File: config.mk
export PLATFORM = sky130hd
export DESIGN_NAME = pc_sequencer
export DESIGN_NICKNAME = d
export VERILOG_FILES = /design/src/rtl/cpu_types_pkg.sv /design/src/rtl/sat_counter.sv /design/src/rtl/pc_sequencer.sv
export SDC_FILE = /design/constraint.sdc
export NUM_CORES = 1
export LEC_CHECK = 0
export CORE_MARGIN = 3
export CORE_UTILIZATION = 45
export DETAILED_ROUTE_END_ITERATION = 10
export PLACE_DENSITY_LB_ADDON = 0.05
export SLEW_MARGIN = 25
export SYNTH_ARGS = -nofsm -noshare
export SYNTH_HDL_FRONTEND = slang
export SYNTH_SLANG_ARGS = --single-unit
export TNS_END_PERCENT = 20
File: constraint.sdc
create_clock -name CLK -period 2.3 [get_ports CLK]
set_input_delay 0.345 -clock CLK [delete_from_list [all_inputs] [get_ports CLK]]
set_output_delay 0.345 -clock CLK [all_outputs]
set_load 0.05 [all_outputs]
File: src/rtl/cpu_types_pkg.sv
// Types shared by the PC register and the PC sequencer: next-PC source select
// and the sequencer state encoding.
package cpu_types_pkg;

    typedef enum logic [2:0] {
        SEQ = 3'd0,
        BR  = 3'd1,
        JMP = 3'd2,
        JR  = 3'd3
    } pcsrc_t;

    typedef enum logic [1:0] {
        RUN      = 2'd0,
        MEMWAIT  = 2'd1,
        REDIRECT = 2'd2,
        HALTED   = 2'd3
    } seq_state_t;

    // Only a taken branch is old enough to have a wrong-path instruction in ID/EX.
    function automatic logic src_flushes_idex(input pcsrc_t src);
        return (src == BR);
    endfunction

endpackage

File: src/rtl/sat_counter.sv
// Up-counter with synchronous clear that sticks at all-ones instead of wrapping.
module sat_counter #(
    parameter int CNT_W = 16
) (
    input  logic             clk_i,
    input  logic             clear_i,
    input  logic             inc_i,
    output logic [CNT_W-1:0] count_o
);

    logic [CNT_W-1:0] count_q;

    always_ff @(posedge clk_i) begin
        if (clear_i) begin
            count_q <= '0;
        end else if (inc_i && (count_q != {CNT_W{1'b1}})) begin
            count_q <= count_q + CNT_W'(1);
        end
    end

    assign count_o = count_q;

endmodule

File: src/rtl/pc_sequencer.sv
// PC sequencer: arbitrates fetch, redirects, stalls and halt into pc_en/PCSrc,
// holding a redirect source across instruction-memory and data-memory waits.
module pc_sequencer
    import cpu_types_pkg::*;
#(
    parameter int CNT_W = 16
) (
    input  logic             CLK,
    input  logic             RST,
    input  logic             ihit,
    input  logic             dhit,
    input  logic             dmem_req,
    input  logic             load_use,
    input  logic             branch_taken,
    input  logic             jump,
    input  logic             jr,
    input  logic             halt,
    output logic             pc_en,
    output logic [2:0]       PCSrc,
    output logic             flush_ifid,
    output logic             flush_idex,
    output logic             halted,
    output logic [CNT_W-1:0] stall_cnt
);

    seq_state_t state_q, state_d;
    pcsrc_t     pend_q, pend_d;
    pcsrc_t     req_src;
    pcsrc_t     src_d;
    logic       pc_en_d;
    logic       fl_ifid_d;
    logic       fl_idex_d;
    logic       stall_inc;

    // A stalled ID instruction cannot issue its jump, but an EX branch still can.
    always_comb begin
        req_src = SEQ;
        if (branch_taken) begin
            req_src = BR;
        end else if (!load_use && jr) begin
            req_src = JR;
        end else if (!load_use && jump) begin
            req_src = JMP;
        end
    end

    always_comb begin
        state_d   = state_q;
        pend_d    = pend_q;
        pc_en_d   = 1'b0;
        src_d     = SEQ;
        fl_ifid_d = 1'b0;
        fl_idex_d = 1'b0;
        case (state_q)
            RUN: begin
                if (halt) begin
                    state_d = HALTED;
                end else if (dmem_req && !dhit) begin
                    state_d = MEMWAIT;
                    pend_d  = req_src;
                end else if (req_src != SEQ) begin
                    src_d     = req_src;
                    pc_en_d   = ihit;
                    fl_ifid_d = ihit;
                    fl_idex_d = ihit && src_flushes_idex(req_src);
                    if (!ihit) begin
                        state_d = REDIRECT;
                        pend_d  = req_src;
                    end
                end else if (!load_use) begin
                    pc_en_d = ihit;
                end
            end
            MEMWAIT: begin
                if (dhit) begin
                    state_d = (pend_q != SEQ) ? REDIRECT : RUN;
                end
            end
            REDIRECT: begin
                if (halt) begin
                    state_d = HALTED;
                    pend_d  = SEQ;
                end else begin
                    src_d     = pend_q;
                    pc_en_d   = ihit;
                    fl_ifid_d = ihit;
                    fl_idex_d = ihit && src_flushes_idex(pend_q);
                    if (ihit) begin
                        state_d = RUN;
                        pend_d  = SEQ;
                    end
                end
            end
            HALTED: begin
                state_d = HALTED;
            end
            default: begin
                state_d = RUN;
                pend_d  = SEQ;
            end
        endcase
    end

    always_ff @(posedge CLK) begin
        if (RST) begin
            state_q <= RUN;
            pend_q  <= SEQ;
        end else begin
            state_q <= state_d;
            pend_q  <= pend_d;
        end
    end

    // Outputs are Mealy; while RST is high they show an idle RUN regardless of inputs.
    assign pc_en      = !RST && pc_en_d;
    assign PCSrc      = RST ? SEQ : src_d;
    assign flush_ifid = !RST && fl_ifid_d;
    assign flush_idex = !RST && fl_idex_d;
    assign halted     = !RST && (state_q == HALTED);

    assign stall_inc = !pc_en_d && (state_q != HALTED);

    sat_counter #(
        .CNT_W(CNT_W)
    ) u_stall_cnt (
        .clk_i  (CLK),
        .clear_i(RST),
        .inc_i  (stall_inc),
        .count_o(stall_cnt)
    );

endmodule

==> results.py <==
metrics = {
    "yosys": {
        "async_flop_share_pct": 0,
        "synth_edf_count": 0,
        "ys_seq_area_share_pct": 31.9,
        "synth_cell_type_count": 46,
        "ys_ff_latch": 20,
        "syn_area_sq_um": 1250,
        "yosysMostFrequentCell": "dfxtp_1",
        "ys.flop_type": "dfxtp_1",
        "synthTopCellsByArea": "dfxtp_1, a21oi_1, nor2_1, o21ai_0, nand2_1",
        "synth_top_area_share_pct": 31.9,
        "synthCells": 154,
        "yosysTopAreaCell": "dfxtp_1",
        "synth.avg_cell_area_sq_um": 8.14,
        "syn-num-nets": 165,
        "synth_top_cells_by_count": "dfxtp_1, a21oi_1, nor2_1",
        "synth_warnings": 0,
    },
    "die": {
        "die_h_um": 58.8,
        "start_util_pct": 48.8,
        "die-area_sq_um": 3460,
        "dieWidth_um": 58.8,
        "core_area_sq_um": 2570,
        "pin_count": 33,
        "row_count": 18,
    },
    "power_and_ir_drop": {
        "p_sw_w": 0.000262,
        "pwr-share-clk_pct": 32.4,
        "internal-power_w": 0.000625,
        "power_frac_seq_pct": 43.6,
        "p_per_area_nw_per_um2": 526,
        "pwr-share-comb_pct": 24.0,
        "ir_drop_v": 0.000610,
        "switching_share_pct": 29.5,
        "leakagePower_nw": 0.555,
    },
    "job": {
        "drv_cap": 0,
    },
    "timing": {
        "relSlewSlack_pct": 66.8,
        "fin_crit_ps": 2250,
        "setup_ws_ps": 50.5,
        "worst_pin_slew_ps": 497,
        "hold_viol": 0,
        "min_period_over_period_pct": 97.8,
        "skew_ps": 11.3,
        "slew_viol_final": 0,
        "fmax_ghz": 0.445,
        "setup_violations": 0,
    },
    "detailed_routing": {
        "ant_nets": 0,
        "wl_per_cell_um": 14.5,
        "vias": 1274,
        "via_per_inst": 5.93,
        "drc": 0,
        "first_pass_iters": 4,
        "drt_iter0_drc": 39,
        "drt_wl_total_um": 3120,
    },
    "placement": {
        "place.gp.congestion": 0.883,
        "hpwl_um": 2280,
        "place_ws_ps": 12.5,
        "port_buffers": 31,
        "post-place-cells": 211,
    },
    "finish": {
        "post-route-util_pct": 65.6,
        "syn_to_final_growth_pct": 34.3,
        "drive_gt1_share_pct": 16.2,
        "fin_cells": 215,
        "nNetsFinal": 197,
        "antenna_cells": 0,
    },
    "cts": {
        "cts_root_buf": "clkbuf_4",
        "h-tree-depth": 1,
        "cts_resized": 0,
        "cts_setup_buffers": 0,
        "holdBufCountCts": 0,
        "cts.clk_slew.worst_paths_ps": 120,
        "cts_tree": "done",
        "numClockSinks": 20,
        "cts_buffers": 3,
        "cts_max_path_buffers": 2,
        "clkLatencyLatePin_ps": 300,
    },
    "critical_path": {
        "crit_path_end_kind": "primary output",
        "slowest_stage": "clkdlybuf4s50_1",
        "crit_path_max_incr_delay_ps": 460,
        "crit_chain": "clkdlybuf4s50_1 -> or3_1 -> nor2_2 -> o21ai_0 -> a21oi_1 -> buf_12",
        "start_kind": "primary input",
        "path_class": "primary input to primary output",
        "worst_ep_required_time_ps": 1960,
        "cp.arrival_ps": 1900,
        "crit_fanout": 5,
        "rrSetupSlack_ps": 250,
    },
    "global_route": {
        "grt_max_degree": 19,
        "grt_pass1_wl_um": 5170,
        "antenna_found_initial": 0,
        "grt_overflow": 0,
        "grt_use_total_pct": 18.4,
        "grt_pass1_vias": 1204,
    },
    "run_status": {
        "status": "complete, no violations",
    },
    "min_path": {
        "hold_path_class": "flip-flop to flip-flop",
    },
}
==> critical path: cells and delay by family <==
kind	cells	cell delay, ps
and+or+nand+nor	2	560
AOI/OAI and AO/OA	2	360
buffers and inverters	2	630
==> cells in the final DEF, fill, tap and decap left out, drive strengths merged, types with 3 or more instances in the layout <==
cell,netlist,routed
inv,3,3
a21oi,22,22
clkbuf,2,3
nor2,18,18
dfxtp,20,20
nand2b,4,4
or3,7,7
o31ai,6,6
clkdlybuf4s50,0,25
buf,6,10
nand3,4,4
nand4,5,5
nand2,12,12
or4,7,7
o21ai,13,13
==> cell type report <==
type / instances / area, sq um
Clock buffer: 3 / 22.5
Clock inverter: 1 / 30.0
Fill cell: 246 / 883
Inverter: 3 / 11.3
Multi-Input combinational cell: 123 / 781
Sequential cell: 20 / 402
Tap cell: 30 / 37.5
Timing Repair Buffer: 35 / 400
==> layer usage <==
layer	up-vias	global-route usage, %	part of all wire, %
met4	0	3.88	0
met2	38	32.2	50
met1	605	24.0	45
met5	-	0	0
met3	0	2.63	5.2
li1	631	-	-
==> path summary, 6_finish.rpt <==
kind | from | to | depth (start not counted)
setup / recovery | halt | PCSrc[0] | 6
hold / removal | pend_q[0] | pend_q[0] | 2
hold reg to reg | pend_q[0] | pend_q[0] | 2
setup reg to reg | u_stall_cnt.count_o[0] | u_stall_cnt.count_o[1] | 6
==> kinds of logic (layout without fill, tap and decap cells) <==
| kind of cell | Yosys count | after routing | share of synthesized area [%] |
|---|---|---|---|
| simple gates | 64 | 64 | 28.7 |
| compound gates | 53 | 53 | 28.4 |
| fa+ha+maj | 1 | 1 | 0.998 |
| mux | 2 | 2 | 1.60 |
| other cells | 1 | 1 | 0.299 |
| xor+xnor | 2 | 2 | 1.40 |
| flops | 20 | 20 | 31.9 |
| buf+inv | 11 | 42 | 6.59 |
==> sequential cells by signal (all words and copies together) (netlist names) <==
signal,cells
u_stall_cnt.count_o,16
pend_q,2
state_q,2
==> power by group through the flow <==
stage / clock [W] / combinational (W) / sequential [W]
2_1_floorplan: 0 / 0.000125 / 0.000411
3_3_place_gp: 0 / 0.000204 / 0.000392
5_1_grt: 0.000308 / 0.000229 / 0.000389
3_5_place_dp: 0 / 0.000210 / 0.000393
6_report: 0.000287 / 0.000213 / 0.000387
4_1_cts: 0.000293 / 0.000211 / 0.000385
==> metrics by stage <==
stage | total power, W | area [sq um] | hold WS, ps | setup TNS, ps
2_1_floorplan | 0.000536 | 1250 | 407 | 0
3_3_place_gp | 0.000596 | 1620 | 483 | 0
4_1_cts | 0.000889 | 1670 | 509 | 0
3_5_place_dp | 0.000603 | 1620 | 491 | 0
6_report | 0.000887 | 1680 | 513 | 0
5_1_grt | 0.000927 | 1680 | 539 | -10.9
Power figures use the tool's default switching activity.
